File: src/rtl/piton_aws_axil_stream_bridge_if.sv
// AXI4-Lite bus between the host register slice and the stream bridge.
// master = host side, slave = bridge side.
interface piton_aws_axil_stream_bridge_if;
   logic        awvalid;
   logic [31:0] awaddr;
   logic        awready;
   logic        wvalid;
   logic [31:0] wdata;
   logic [3:0]  wstrb;
   logic        wready;
   logic        bvalid;
   logic [1:0]  bresp;
   logic        bready;
   logic        arvalid;
   logic [31:0] araddr;
   logic        arready;
   logic        rvalid;
   logic [31:0] rdata;
   logic [1:0]  rresp;
   logic        rready;

   modport master (
      output awvalid, awaddr, wvalid, wdata, wstrb, bready, arvalid, araddr, rready,
      input  awready, wready, bvalid, bresp, arready, rvalid, rdata, rresp
   );

   modport slave (
      input  awvalid, awaddr, wvalid, wdata, wstrb, bready, arvalid, araddr, rready,
      output awready, wready, bvalid, bresp, arready, rvalid, rdata, rresp
   );
endinterface

File: src/rtl/piton_aws_axil_stream_bridge.sv
// AXI4-Lite slave giving the host NUM_CH stream channels, each with a TX FIFO
// (host->fabric) and an RX FIFO (fabric->host), plus status/control registers.
module piton_aws_axil_stream_bridge #(
   parameter int NUM_CH     = 4,
   parameter int DATA_W     = 8,
   parameter int FIFO_DEPTH = 16,
   parameter int ADDR_W     = 12
) (
   input  logic                         clk,
   input  logic                         sync_rst_n,
   piton_aws_axil_stream_bridge_if.slave s,
   output logic [NUM_CH-1:0]            tx_valid,
   output logic [NUM_CH*DATA_W-1:0]     tx_data,
   input  logic [NUM_CH-1:0]            tx_ready,
   input  logic [NUM_CH-1:0]            rx_valid,
   input  logic [NUM_CH*DATA_W-1:0]     rx_data,
   output logic [NUM_CH-1:0]            rx_ready
);
   localparam int PTR_W = $clog2(FIFO_DEPTH);
   localparam int CNT_W = PTR_W + 1;
   localparam int CH_W  = ADDR_W - 4;
   localparam int IDX_W = (NUM_CH > 1) ? $clog2(NUM_CH) : 1;
   localparam logic [1:0] RESP_OKAY   = 2'b00;
   localparam logic [1:0] RESP_SLVERR = 2'b10;
   localparam logic [1:0] RESP_DECERR = 2'b11;

   typedef enum logic {W_IDLE = 1'b0, W_RESP = 1'b1} w_state_t;
   typedef enum logic {R_IDLE = 1'b0, R_DATA = 1'b1} r_state_t;

   function automatic logic [NUM_CH-1:0] ch_onehot(input logic [IDX_W-1:0] idx);
      logic [NUM_CH-1:0] oh;
      for (int i = 0; i < NUM_CH; i++) begin
         oh[i] = (idx == IDX_W'(i));
      end
      return oh;
   endfunction

   function automatic logic [31:0] status_word(input logic tf, input logic te, input logic rf,
                                               input logic re, input logic [CNT_W-1:0] cnt);
      logic [7:0] sat;
      if (32'(cnt) > 32'd255) begin
         sat = 8'hFF;
      end else begin
         sat = 8'(cnt);
      end
      return {8'h00, sat, 12'h000, re, rf, te, tf};
   endfunction

   w_state_t w_state_r, w_state_n;
   r_state_t r_state_r, r_state_n;
   logic        awready_r, awready_n, wready_r, wready_n, bvalid_r, bvalid_n;
   logic [1:0]  bresp_r, bresp_n;
   logic        aw_held_r, w_held_r;
   logic [31:0] awaddr_r, wdata_r;
   logic [3:0]  wstrb_r;
   logic        arready_r, arready_n, rvalid_r, rvalid_n;
   logic [31:0] rdata_r, rdata_n;
   logic [1:0]  rresp_r, rresp_n;
   logic [NUM_CH-1:0] loopback_r;

   logic              aw_fire_s, w_fire_s, aw_have_s, w_have_s, wr_commit_s, rd_accept_s;
   logic [31:0]       wr_addr_s, wr_data_s, rd_addr_s, rd_data_s;
   logic [3:0]        wr_strb_s, wr_off_s, rd_off_s;
   logic [CH_W-1:0]   wr_ch_s, rd_ch_s;
   logic [IDX_W-1:0]  wr_idx_s, rd_idx_s;
   logic              wr_ch_ok_s, rd_ch_ok_s;
   logic [1:0]        wr_resp_s, rd_resp_s;
   logic [NUM_CH-1:0] tx_sel_s, ctrl_sel_s, rx_pop_sel_s;
   logic [NUM_CH-1:0] tx_push_req_s, rx_pop_req_s, lb_we_s, tx_flush_s, rx_flush_s;
   logic [NUM_CH-1:0] tx_full_s, tx_empty_s, rx_full_s, rx_empty_s;
   logic [NUM_CH-1:0][DATA_W-1:0] tx_head_s, rx_head_s;
   logic [NUM_CH-1:0][CNT_W-1:0]  rx_cnt_s;
   logic              unused_s;

   assign s.awready = awready_r;
   assign s.wready  = wready_r;
   assign s.bvalid  = bvalid_r;
   assign s.bresp   = bresp_r;
   assign s.arready = arready_r;
   assign s.rvalid  = rvalid_r;
   assign s.rdata   = rdata_r;
   assign s.rresp   = rresp_r;

   // A beat counts as present if captured earlier or handshaking this cycle.
   assign aw_fire_s   = s.awvalid && awready_r;
   assign w_fire_s    = s.wvalid && wready_r;
   assign aw_have_s   = aw_held_r || aw_fire_s;
   assign w_have_s    = w_held_r || w_fire_s;
   assign wr_commit_s = (w_state_r == W_IDLE) && aw_have_s && w_have_s;
   assign wr_addr_s   = aw_held_r ? awaddr_r : s.awaddr;
   assign wr_data_s   = w_held_r ? wdata_r : s.wdata;
   assign wr_strb_s   = w_held_r ? wstrb_r : s.wstrb;
   assign wr_off_s    = wr_addr_s[3:0];
   assign wr_ch_s     = wr_addr_s[ADDR_W-1:4];
   assign wr_idx_s    = wr_ch_s[IDX_W-1:0];
   assign wr_ch_ok_s  = 32'(wr_ch_s) < 32'(NUM_CH);

   assign rd_accept_s = arready_r && s.arvalid;
   assign rd_addr_s   = s.araddr;
   assign rd_off_s    = rd_addr_s[3:0];
   assign rd_ch_s     = rd_addr_s[ADDR_W-1:4];
   assign rd_idx_s    = rd_ch_s[IDX_W-1:0];
   assign rd_ch_ok_s  = 32'(rd_ch_s) < 32'(NUM_CH);

   assign tx_push_req_s = tx_sel_s & {NUM_CH{wr_commit_s}};
   assign lb_we_s       = ctrl_sel_s & {NUM_CH{wr_commit_s}};
   assign tx_flush_s    = lb_we_s & {NUM_CH{wr_data_s[0]}};
   assign rx_flush_s    = lb_we_s & {NUM_CH{wr_data_s[1]}};
   assign rx_pop_req_s  = rx_pop_sel_s & {NUM_CH{rd_accept_s}};

   assign tx_valid = ~loopback_r & ~tx_empty_s;
   assign tx_data  = tx_head_s;
   assign rx_ready = ~loopback_r & ~rx_full_s;
   assign unused_s = ^{wr_addr_s, wr_data_s, rd_addr_s};

   // Write-side register decode; only acted on in the commit cycle.
   always_comb begin
      wr_resp_s  = RESP_SLVERR;
      tx_sel_s   = {NUM_CH{1'b0}};
      ctrl_sel_s = {NUM_CH{1'b0}};
      if (!wr_ch_ok_s) begin
         wr_resp_s = RESP_DECERR;
      end else begin
         case (wr_off_s)
            4'h0: begin
               if (tx_full_s[wr_idx_s]) begin
                  wr_resp_s = RESP_SLVERR;
               end else begin
                  wr_resp_s = RESP_OKAY;
                  if (wr_strb_s != 4'h0) begin
                     tx_sel_s = ch_onehot(wr_idx_s);
                  end else begin
                     tx_sel_s = {NUM_CH{1'b0}};
                  end
               end
            end
            4'hC: begin
               wr_resp_s  = RESP_OKAY;
               ctrl_sel_s = ch_onehot(wr_idx_s);
            end
            default: wr_resp_s = RESP_SLVERR;
         endcase
      end
   end

   // Write FSM next state: collect AW and W independently, then respond.
   always_comb begin
      w_state_n = w_state_r;
      awready_n = awready_r;
      wready_n  = wready_r;
      bvalid_n  = bvalid_r;
      bresp_n   = bresp_r;
      case (w_state_r)
         W_IDLE: begin
            if (wr_commit_s) begin
               w_state_n = W_RESP;
               awready_n = 1'b0;
               wready_n  = 1'b0;
               bvalid_n  = 1'b1;
               bresp_n   = wr_resp_s;
            end else begin
               awready_n = !aw_have_s;
               wready_n  = !w_have_s;
            end
         end
         W_RESP: begin
            if (s.bready) begin
               w_state_n = W_IDLE;
               awready_n = 1'b1;
               wready_n  = 1'b1;
               bvalid_n  = 1'b0;
            end else begin
               bvalid_n  = 1'b1;
            end
         end
         default: w_state_n = W_IDLE;
      endcase
   end

   // Read decode: response data and which RX FIFO (if any) pops.
   always_comb begin
      rd_data_s    = 32'h0000_0000;
      rd_resp_s    = RESP_OKAY;
      rx_pop_sel_s = {NUM_CH{1'b0}};
      if (!rd_ch_ok_s) begin
         rd_resp_s = RESP_DECERR;
      end else begin
         case (rd_off_s)
            4'h4: begin
               if (rx_empty_s[rd_idx_s]) begin
                  rd_resp_s = RESP_SLVERR;
               end else begin
                  rd_data_s    = 32'(rx_head_s[rd_idx_s]);
                  rx_pop_sel_s = ch_onehot(rd_idx_s);
               end
            end
            4'h8: rd_data_s = status_word(tx_full_s[rd_idx_s], tx_empty_s[rd_idx_s],
                                          rx_full_s[rd_idx_s], rx_empty_s[rd_idx_s],
                                          rx_cnt_s[rd_idx_s]);
            4'hC: rd_data_s = {29'h0000_0000, loopback_r[rd_idx_s], 2'b00};
            default: rd_resp_s = RESP_SLVERR;
         endcase
      end
   end

   // Read FSM next state.
   always_comb begin
      r_state_n = r_state_r;
      arready_n = arready_r;
      rvalid_n  = rvalid_r;
      rdata_n   = rdata_r;
      rresp_n   = rresp_r;
      case (r_state_r)
         R_IDLE: begin
            if (s.arvalid) begin
               r_state_n = R_DATA;
               arready_n = 1'b0;
               rvalid_n  = 1'b1;
               rdata_n   = rd_data_s;
               rresp_n   = rd_resp_s;
            end else begin
               arready_n = 1'b1;
            end
         end
         R_DATA: begin
            if (s.rready) begin
               r_state_n = R_IDLE;
               arready_n = 1'b1;
               rvalid_n  = 1'b0;
            end else begin
               rvalid_n  = 1'b1;
            end
         end
         default: r_state_n = R_IDLE;
      endcase
   end

   // AXI-side state registers and per-channel loopback bits.
   always_ff @(posedge clk) begin
      if (!sync_rst_n) begin
         w_state_r  <= W_IDLE;
         awready_r  <= 1'b1;
         wready_r   <= 1'b1;
         bvalid_r   <= 1'b0;
         bresp_r    <= RESP_OKAY;
         aw_held_r  <= 1'b0;
         w_held_r   <= 1'b0;
         awaddr_r   <= 32'h0000_0000;
         wdata_r    <= 32'h0000_0000;
         wstrb_r    <= 4'h0;
         r_state_r  <= R_IDLE;
         arready_r  <= 1'b1;
         rvalid_r   <= 1'b0;
         rdata_r    <= 32'h0000_0000;
         rresp_r    <= RESP_OKAY;
         loopback_r <= {NUM_CH{1'b0}};
      end else begin
         w_state_r  <= w_state_n;
         awready_r  <= awready_n;
         wready_r   <= wready_n;
         bvalid_r   <= bvalid_n;
         bresp_r    <= bresp_n;
         aw_held_r  <= aw_have_s && !wr_commit_s;
         w_held_r   <= w_have_s && !wr_commit_s;
         if (aw_fire_s) awaddr_r <= s.awaddr;
         if (w_fire_s) begin
            wdata_r <= s.wdata;
            wstrb_r <= s.wstrb;
         end
         r_state_r  <= r_state_n;
         arready_r  <= arready_n;
         rvalid_r   <= rvalid_n;
         rdata_r    <= rdata_n;
         rresp_r    <= rresp_n;
         loopback_r <= (loopback_r & ~lb_we_s) | (lb_we_s & {NUM_CH{wr_data_s[2]}});
      end
   end

   for (genvar c = 0; c < NUM_CH; c++) begin : g_ch
      logic [DATA_W-1:0] tx_mem_r [FIFO_DEPTH];
      logic [DATA_W-1:0] rx_mem_r [FIFO_DEPTH];
      logic [PTR_W-1:0]  tx_wp_r, tx_rp_r, rx_wp_r, rx_rp_r;
      logic [CNT_W-1:0]  tx_cnt_r, rx_cnt_r;
      logic              lb_move_s, tx_push_s, tx_pop_s, rx_push_s, rx_pop_s;
      logic [DATA_W-1:0] rx_in_s;

      assign tx_full_s[c]  = (tx_cnt_r == CNT_W'(FIFO_DEPTH));
      assign tx_empty_s[c] = (tx_cnt_r == CNT_W'(0));
      assign rx_full_s[c]  = (rx_cnt_r == CNT_W'(FIFO_DEPTH));
      assign rx_empty_s[c] = (rx_cnt_r == CNT_W'(0));
      assign tx_head_s[c]  = tx_mem_r[tx_rp_r];
      assign rx_head_s[c]  = rx_mem_r[rx_rp_r];
      assign rx_cnt_s[c]   = rx_cnt_r;

      // A flush on either side freezes the loopback transfer for that cycle.
      assign lb_move_s = loopback_r[c] && !tx_empty_s[c] && !rx_full_s[c] &&
                         !tx_flush_s[c] && !rx_flush_s[c];
      assign tx_push_s = tx_push_req_s[c] && !tx_flush_s[c];
      assign tx_pop_s  = !tx_flush_s[c] &&
                         (loopback_r[c] ? lb_move_s : (tx_valid[c] && tx_ready[c]));
      assign rx_push_s = !rx_flush_s[c] &&
                         (loopback_r[c] ? lb_move_s : (rx_valid[c] && !rx_full_s[c]));
      assign rx_pop_s  = rx_pop_req_s[c] && !rx_empty_s[c] && !rx_flush_s[c];
      assign rx_in_s   = loopback_r[c] ? tx_head_s[c] : rx_data[c*DATA_W +: DATA_W];

      // FIFO storage; contents need no reset since pointers/counts gate validity.
      always_ff @(posedge clk) begin
         if (tx_push_s) tx_mem_r[tx_wp_r] <= wr_data_s[DATA_W-1:0];
         if (rx_push_s) rx_mem_r[rx_wp_r] <= rx_in_s;
      end

      // FIFO pointers and occupancy counts.
      always_ff @(posedge clk) begin
         if (!sync_rst_n || tx_flush_s[c]) begin
            tx_wp_r  <= PTR_W'(0);
            tx_rp_r  <= PTR_W'(0);
            tx_cnt_r <= CNT_W'(0);
         end else begin
            if (tx_push_s) tx_wp_r <= tx_wp_r + PTR_W'(1);
            if (tx_pop_s)  tx_rp_r <= tx_rp_r + PTR_W'(1);
            case ({tx_push_s, tx_pop_s})
               2'b10:   tx_cnt_r <= tx_cnt_r + CNT_W'(1);
               2'b01:   tx_cnt_r <= tx_cnt_r - CNT_W'(1);
               default: tx_cnt_r <= tx_cnt_r;
            endcase
         end
         if (!sync_rst_n || rx_flush_s[c]) begin
            rx_wp_r  <= PTR_W'(0);
            rx_rp_r  <= PTR_W'(0);
            rx_cnt_r <= CNT_W'(0);
         end else begin
            if (rx_push_s) rx_wp_r <= rx_wp_r + PTR_W'(1);
            if (rx_pop_s)  rx_rp_r <= rx_rp_r + PTR_W'(1);
            case ({rx_push_s, rx_pop_s})
               2'b10:   rx_cnt_r <= rx_cnt_r + CNT_W'(1);
               2'b01:   rx_cnt_r <= rx_cnt_r - CNT_W'(1);
               default: rx_cnt_r <= rx_cnt_r;
            endcase
         end
      end
   end
endmodule

File: src/flat_wrapper.sv
// flat-port wrapper written by rule: the top's interface ports become plain ports
module piton_aws_axil_stream_bridge_flat 
#(
   parameter int NUM_CH     = 4,
   parameter int DATA_W     = 8,
   parameter int FIFO_DEPTH = 16,
   parameter int ADDR_W     = 12
)
  (clk, sync_rst_n, tx_valid, tx_data, tx_ready, rx_valid, rx_data, rx_ready, s_awvalid, s_awaddr, s_wvalid, s_wdata, s_wstrb, s_bready, s_arvalid, s_araddr, s_rready, s_awready, s_wready, s_bvalid, s_bresp, s_arready, s_rvalid, s_rdata, s_rresp);
  piton_aws_axil_stream_bridge_if s_i ();
  input  logic clk;
  input  logic sync_rst_n;
  output logic [NUM_CH-1:0] tx_valid;
  output logic [NUM_CH*DATA_W-1:0] tx_data;
  input  logic [NUM_CH-1:0] tx_ready;
  input  logic [NUM_CH-1:0] rx_valid;
  input  logic [NUM_CH*DATA_W-1:0] rx_data;
  output logic [NUM_CH-1:0] rx_ready;
  input wire logic [$bits(s_i.awvalid)-1:0] s_awvalid;
  input wire logic [$bits(s_i.awaddr)-1:0] s_awaddr;
  input wire logic [$bits(s_i.wvalid)-1:0] s_wvalid;
  input wire logic [$bits(s_i.wdata)-1:0] s_wdata;
  input wire logic [$bits(s_i.wstrb)-1:0] s_wstrb;
  input wire logic [$bits(s_i.bready)-1:0] s_bready;
  input wire logic [$bits(s_i.arvalid)-1:0] s_arvalid;
  input wire logic [$bits(s_i.araddr)-1:0] s_araddr;
  input wire logic [$bits(s_i.rready)-1:0] s_rready;
  output wire logic [$bits(s_i.awready)-1:0] s_awready;
  output wire logic [$bits(s_i.wready)-1:0] s_wready;
  output wire logic [$bits(s_i.bvalid)-1:0] s_bvalid;
  output wire logic [$bits(s_i.bresp)-1:0] s_bresp;
  output wire logic [$bits(s_i.arready)-1:0] s_arready;
  output wire logic [$bits(s_i.rvalid)-1:0] s_rvalid;
  output wire logic [$bits(s_i.rdata)-1:0] s_rdata;
  output wire logic [$bits(s_i.rresp)-1:0] s_rresp;
  assign s_i.awvalid = s_awvalid;
  assign s_i.awaddr = s_awaddr;
  assign s_i.wvalid = s_wvalid;
  assign s_i.wdata = s_wdata;
  assign s_i.wstrb = s_wstrb;
  assign s_i.bready = s_bready;
  assign s_i.arvalid = s_arvalid;
  assign s_i.araddr = s_araddr;
  assign s_i.rready = s_rready;
  assign s_awready = s_i.awready;
  assign s_wready = s_i.wready;
  assign s_bvalid = s_i.bvalid;
  assign s_bresp = s_i.bresp;
  assign s_arready = s_i.arready;
  assign s_rvalid = s_i.rvalid;
  assign s_rdata = s_i.rdata;
  assign s_rresp = s_i.rresp;
  piton_aws_axil_stream_bridge #(.NUM_CH(NUM_CH), .DATA_W(DATA_W), .FIFO_DEPTH(FIFO_DEPTH), .ADDR_W(ADDR_W)) u_core (.clk(clk), .sync_rst_n(sync_rst_n), .s(s_i), .tx_valid(tx_valid), .tx_data(tx_data), .tx_ready(tx_ready), .rx_valid(rx_valid), .rx_data(rx_data), .rx_ready(rx_ready));
endmodule
File: config.mk
export PLATFORM = sky130hd
export DESIGN_NAME = piton_aws_axil_stream_bridge_flat
export DESIGN_NICKNAME = d
export VERILOG_FILES = /design/src/rtl/piton_aws_axil_stream_bridge_if.sv /design/src/rtl/piton_aws_axil_stream_bridge.sv /design/src/flat_wrapper.sv
export SDC_FILE = /design/constraint.sdc
export NUM_CORES = 1
export LEC_CHECK = 0
export BUFFER_PORTS_ARGS = -buffer_cell sky130_fd_sc_hd__buf_4
export CAP_MARGIN = 15
export CORE_MARGIN = 5
export CORE_UTILIZATION = 30
export DETAILED_ROUTE_END_ITERATION = 10
export SLEW_MARGIN = 15
export SYNTH_ARGS = -nofsm -noshare
export SYNTH_HDL_FRONTEND = slang
export SYNTH_SLANG_ARGS = --single-unit
File: constraint.sdc
create_clock -name clk -period 4.41 [get_ports clk]
set_input_delay 0.441 -clock clk [delete_from_list [all_inputs] [get_ports clk]]
set_output_delay 0.441 -clock clk [all_outputs]
set_load 0.03 [all_outputs]
==> results of run 1 <==
## flip-flops by register name (all words and copies together) (netlist names), 13 cells and up, named ones only
signal	count
u_core.g_ch.rx_mem_r	512
u_core.g_ch.rx_wp_r	16
u_core.g_ch.tx_wp_r	16
u_core.s.rdata	13
u_core.g_ch.rx_cnt_r	20
u_core.g_ch.tx_rp_r	16
u_core.g_ch.tx_cnt_r	20
u_core.g_ch.tx_mem_r	512
u_core.g_ch.rx_rp_r	16
## repair_timing
item / CTS / global route
endpoints found under the setup margin: 0 / 0
hold buffers: 29 / 0
hold endpoints to repair: 29 / 0
## power by group
part | total, mW | switching (mW) | internal, mW
sequential | 12.7 | 0.110 | 12.6
clock | 10.5 | 4.39 | 6.09
combinational | 1.51 | 0.953 | 0.559
## metal layers
| layer | GRT usage, % | part of all wire (%) | vias to the layer above | wire (um) |
|---|---|---|---|---|
| met5 | 0 | 0 | - | 0 |
| met4 | 4.15 | 2.3 | 0 | 2690 |
| met3 | 1.56 | 3.9 | 120 | 4650 |
| met2 | 23.7 | 53 | 566 | 62200 |
| met1 | 17.1 | 41 | 13409 | 48300 |
| li1 | - | - | 11451 | - |
## final timing paths
path	endpoint	slack, ns	depth (start not counted)
worst max-delay path	u_core.g_ch[1].rx_cnt_r[4]	0.38	15
worst max register to register	u_core.g_ch[1].rx_cnt_r[4]	0.38	15
worst min register to register	u_core.s.rdata[6]	0.47	2
worst min-delay path	u_core.s.rresp[1]	0.18	4
## critical path, delay by kind of cell (launching register included)
family          cells  cell delay (ns)
fa+ha+maj           2             0.46
compound gates      5             1.31
xor+xnor            2             0.24
simple gates        5             1.22
flops               1             0.45
buf+inv             1             0.25
## metrics by stage
stage	hold slack [ns]	std cells	power, mW
after floorplan	0.440	2816	13.8
after global placement	0.449	5072	14.5
after detailed placement	0.457	5072	14.5
after CTS	0.105	5322	25.0
after global routing	0.148	5325	25.6
final	0.175	5325	24.7
## layout by cell type, fill, tap and decap left out, types with 30 or more instances in the layout
| cell | n |
|---|---|
| nand2_1 | 164 |
| edfxtp_1 | 1024 |
| xor2_1 | 64 |
| o21ai_0 | 35 |
| clkbuf_16 | 118 |
| and2_1 | 30 |
| dfxtp_1 | 182 |
| a21oi_1 | 53 |
| inv_1 | 48 |
| buf_4 | 241 |
| ha_1 | 67 |
| mux4_2 | 339 |
| nor2_1 | 221 |
| nor3_1 | 34 |
| mux2_2 | 40 |
## cell families (layout without fill, tap and decap cells)
group,Yosys count,after routing
adders and majority gates,67,67
other,1,22
muxes,408,408
and+or+nand+nor,593,593
DFF,1214,1214
buffers and inverters,231,548
AOI/OAI and AO/OA,194,194
xor gates and xnor gates,90,90
## cell type report
type	count	area, sq um
fillers	15486	107000
inverters	52	198
clock buffers	152	3160
well taps	2189	2740
diodes	3	7.51
clock inverters	69	877
repair buffers	275	2200
multi-input cells	1371	14200
flip-flops and latches	1214	34600
==> impl_metrics.toml, run 1 <==
[drt]
routed_wl_um = 118000
first_iter_violations = 2264
via_per_inst = 4.80
drc = 0
vias = 25546
first_pass_iters = 5
ant_nets = 0
wl_per_cell_um = 22.1

[run]
cap_viol_max_count = 0

[run_status]
outcome = "finished clean"

[power_and_ir_drop]
leakagePower_nw = 18.5
powerDensity_mw_per_mm2 = 427
vdd_drop_max_v = 0.000333

[synth]
yosys-top-cells-count = "1024 x edfxtp_1, 339 x mux4_2, 221 x nor2_1"
ys.flop_type = "edfxtp_1"
synthMuxAreaShare_pct = 16.9
synth.distinct_cells = 73
synth_cells = 2798
synth.avg_cell_area_sq_um = 17.8
synth_compound_area_share_pct = 2.71
synth_edf_count = 1024
synth-adder-area-share_pct = 1.69
synthSimpleGateAreaFrac_pct = 5.61
synth.area.top_cells = "edfxtp_1 62%, mux4_2 15%, dfxtp_1 7.7%"
async_flop_share_pct = 0
yosysWarnings = 0
synth_top_family_by_area = "multiplexers"
synth_xor_area_share_pct = 1.59
yosysSeqAreaShare_pct = 69.5
synth_top_area_share_pct = 61.9
ys_ff_latch = 1214
synth_top_area_cell = "edfxtp_1"
synth_most_common_cell = "edfxtp_1"
syn-cell-area_sq_mm = 0.0497

[sta]
drv_slew = 0
slew_headroom_pct = 35.0
setup_viol = 0
worst_pin_slew_ns = 0.974
fmax_ghz = 0.248
rsz0062_at_grt = "no"
fin_crit_ns = 4.03
fin_crit_sh_pct = 91.4
clock_skew_ns = 0.0431
fin_setup_tns_ns = 0
finalHoldViolCount = 0
worst_slack_ns = 0.381

[place]
io_buffers = 144
dp_hpwl_um = 79800
dp_slack_ns = 0.233
place_area_sq_mm = 0.0536
place_congestion = 0.813

[worst_setup_path]
slowest_delay_ns = 0.73
cp_common_cell = "a21oi_1"
required_ns = 5.07
cp_max_fo = 13
crit_path_top_delay_cell = "a2111oi_0"
r2r_start = "u_core.aw_held_r"
cp-startpoint = "u_core.aw_held_r"
cp-start-kind = "register"
arrival_ns = 4.69
criticalPathCategory = "register to register"
worstPathCellList = "buf_4, nor4b_4, nand2_4, a2111oi_0, nand2_1, and4_1, ha_1, xor2_1, ha_1, o21ai_0, a21oi_1, a21oi_1, xor2_1, or3_1, a21oi_1"
end_kind = "register"

[min_path]
holdCritPathClass = "input port to register"
holdCritStartpoint = "s_araddr[1]"

[cts]
clk_path_buf_depth = 3
cts_setup_buffers = 0
clkTransAtPathRegs_ns = 0.07
clk_latency_ns = 0.74
numCtsBuffers = 116
clock_sinks = 1214
cts_max_level = 3
cts_tree = "done"
root_buffer = "clkbuf_16"
cts_resized = 0

[die]
core-area_sq_mm = 0.165
dieArea_sq_mm = 0.174
rows = 149
die_height_um = 417
io_pins = 228
chipWidth_um = 417
initial_core_util_pct = 30.1

[global_routing]
grt_pass1_vias = 25765
grt_pass1_wl_um = 174000
grt_max_degree = 67
gr-total-overflow = 0
antenna_found_initial = 9
grt_use_total_pct = 13.4

[finish]
area.growth.synth_to_final_pct = 16.7
design_area_sq_mm = 0.0580
drive_gt1_share_pct = 26.8
post-route-util_pct = 35.2
fin_nets = 3244
Note: power is estimated with default switching activity, not from simulation.
==> run 2, diff against run 1 <==
==> constraint.sdc (replaced) <==
create_clock -name clk -period 4 [get_ports clk]
set_input_delay 0.4 -clock clk [delete_from_list [all_inputs] [get_ports clk]]
set_output_delay 0.4 -clock clk [all_outputs]
set_load 0.03 [all_outputs]
==> run 2 against run 1 <==
Global-route usage barely moved; hold slack got worse by 0.037 ns; sequential cell count did not move; first-iteration DRC count fell by 17%; sequential share of layout area fell by 0.53 points; clock power rose by 9.5%; cell area rose by 0.91%; cell count rose by 1.3%; clock-buffer cell count fell by 9; routed wire length rose by 0.72%; critical path type unchanged; critical endpoint is now u_core.g_ch[2].rx_cnt_r[4].
==> impl_metrics.toml, run 2 (same netlist as run 1, synthesis figures left out) <==
[sta]
fin_crit_sh_pct = 93.8
clock_skew_ns = 0.0826
slew_headroom_pct = 25.0
worst_slack_ns = 0.246
fmax_ghz = 0.266
setup_viol = 0
worst_pin_slew_ns = 1.12
fin_setup_tns_ns = 0
rsz0062_at_grt = "no"
finalHoldViolCount = 0
fin_crit_ns = 3.75
drv_slew = 0

[run_status]
outcome = "finished clean"

[power_and_ir_drop]
leakagePower_nw = 18.9
vdd_drop_max_v = 0.000372
powerDensity_mw_per_mm2 = 466

[finish]
finalNonFillerCells = 5395
fin_nets = 3313
design_area_sq_mm = 0.0585
reg_top3 = "u_core.g_ch.rx_mem_r: 512 flops, u_core.g_ch.tx_mem_r: 512 flops"
post-route-util_pct = 35.5
regArea_sq_mm = 0.0346
multi_input_area_sq_mm = 0.0142
final_common_cell = "edfxtp_1"
fillers = 15473
drive_gt1_share_pct = 28.2
layout_common_cells = "1024 x edfxtp_1, 339 x mux4_2, 305 x buf_4, 221 x nor2_1, 181 x dfxtp_1"
area.growth.synth_to_final_pct = 17.7

[die]
die_height_um = 417
rows = 149
initial_core_util_pct = 30.1
dieArea_sq_mm = 0.174
chipWidth_um = 417
io_pins = 228
core-area_sq_mm = 0.165

[place]
dp_slack_ns = 0.0779
io_buffers = 144
post-place-cells = 5136
place_area_sq_mm = 0.0541
place_congestion = 0.817
dp_hpwl_um = 80100

[worst_setup_path]
cp_max_fo = 5
criticalPathCategory = "register to register"
end_kind = "register"
slowest_delay_ns = 0.50
worstPathCellList = "nor4_1, nor2b_1, mux4_2, nor3_1, buf_4, nor4b_4, ha_1, xor2_1, ha_1, a21oi_1, o22ai_1, a222oi_1, or3_1, a21oi_1"
cp-start-kind = "register"
required_ns = 4.59
ff2ff_setup_slack_ns = 0.25
arrival_ns = 4.35
crit_path_top_delay_cell = "mux4_2"

[cts]
cts_max_level = 3
clkTransAtPathRegs_ns = 0.07
cts_tree = "done"
clock_sinks = 1214
clk_latency_ns = 0.76
root_buffer = "clkbuf_16"
clk_path_buf_depth = 3
numCtsBuffers = 119

[drt]
vias = 25730
routed_wl_um = 119000
first_iter_violations = 1876
first_pass_iters = 5
wl_per_cell_um = 22.0
ant_nets = 0
via_per_inst = 4.77
drc = 0

[global_routing]
grt_max_degree = 67
grt_pass1_wl_um = 175000
gr-total-overflow = 0
grt_use_total_pct = 13.4
antenna_found_initial = 8
grt_pass1_vias = 25973

[min_path]
holdCritPathClass = "input port to register"

[run]
cap_viol_max_count = 0
## run 2: cell types whose count changed in the layout (fill, tap and decap cells not counted), moves of 2 or more
| cell | delta |
|---|---|
| clkinv_4 | +3 |
| clkinvlp_4 | -3 |
| clkbuf_8 | -4 |
| clkbuf_1 | -6 |
| clkinv_16 | +2 |
| clkinv_1 | +15 |
| buf_4 | +64 |
## run 2: power by group
part	switching, mW	internal (mW)	leakage [nW]
Sequential	0.0806	13.9	10.8
Combinational	1.11	0.633	6.11
Clock	4.89	6.61	1.96
## run 2: worst max-delay path: cells and delay by family, from the launching register on
kind,cells,cell delay (ns)
DFF,1,0.44
AOI/OAI and AO/OA,4,0.87
adders and majority gates,2,0.51
and+or+nand+nor,5,0.97
buffers and inverters,1,0.19
xor gates and xnor gates,1,0.11
muxes,1,0.50
## run 2: timing repair
item                                    CTS  global route
endpoints found under the setup margin    0             1
gates resized for setup                   0             2
buffers inserted                          0             1
hold endpoints to repair                 32             0
hold buffers                             30             0
## run 2: area by class of cell
cell class                      instances  area share, %
Tap cell                             2189           4.68
Inverter                               52          0.338
Antenna cell                            2        0.00856
Timing Repair Buffer                  341           4.63
Multi-Input combinational cell       1371           24.3
Sequential cell                      1214           59.1
Clock buffer                          143           5.31
Clock inverter                         83           1.61
## run 2: final timing paths
check                             startpoint                         end  cells after the start
hold reg to reg            u_core.s.rdata[4]           u_core.s.rdata[4]                      2
setup reg to reg  u_core.g_ch[0].rx_cnt_r[0]  u_core.g_ch[2].rx_cnt_r[4]                     14
hold / removal                   s_araddr[0]           u_core.s.rdata[0]                      6
setup / recovery  u_core.g_ch[0].rx_cnt_r[0]  u_core.g_ch[2].rx_cnt_r[4]                     14
## run 2: routing by layer
metal	track usage (%)	part of all wire [%]
met1	17.1	41
met2	23.4	52
met3	1.72	3.9
met4	4.83	3.0
met5	0	0
## run 2: metrics by stage
step	hold slack (ns)	power (mW)
floorplan	0.440	15.3
global placement	0.447	16.0
detailed placement	0.446	16.0
CTS	0.0648	27.6
global route	0.129	28.2
finish	0.139	27.3
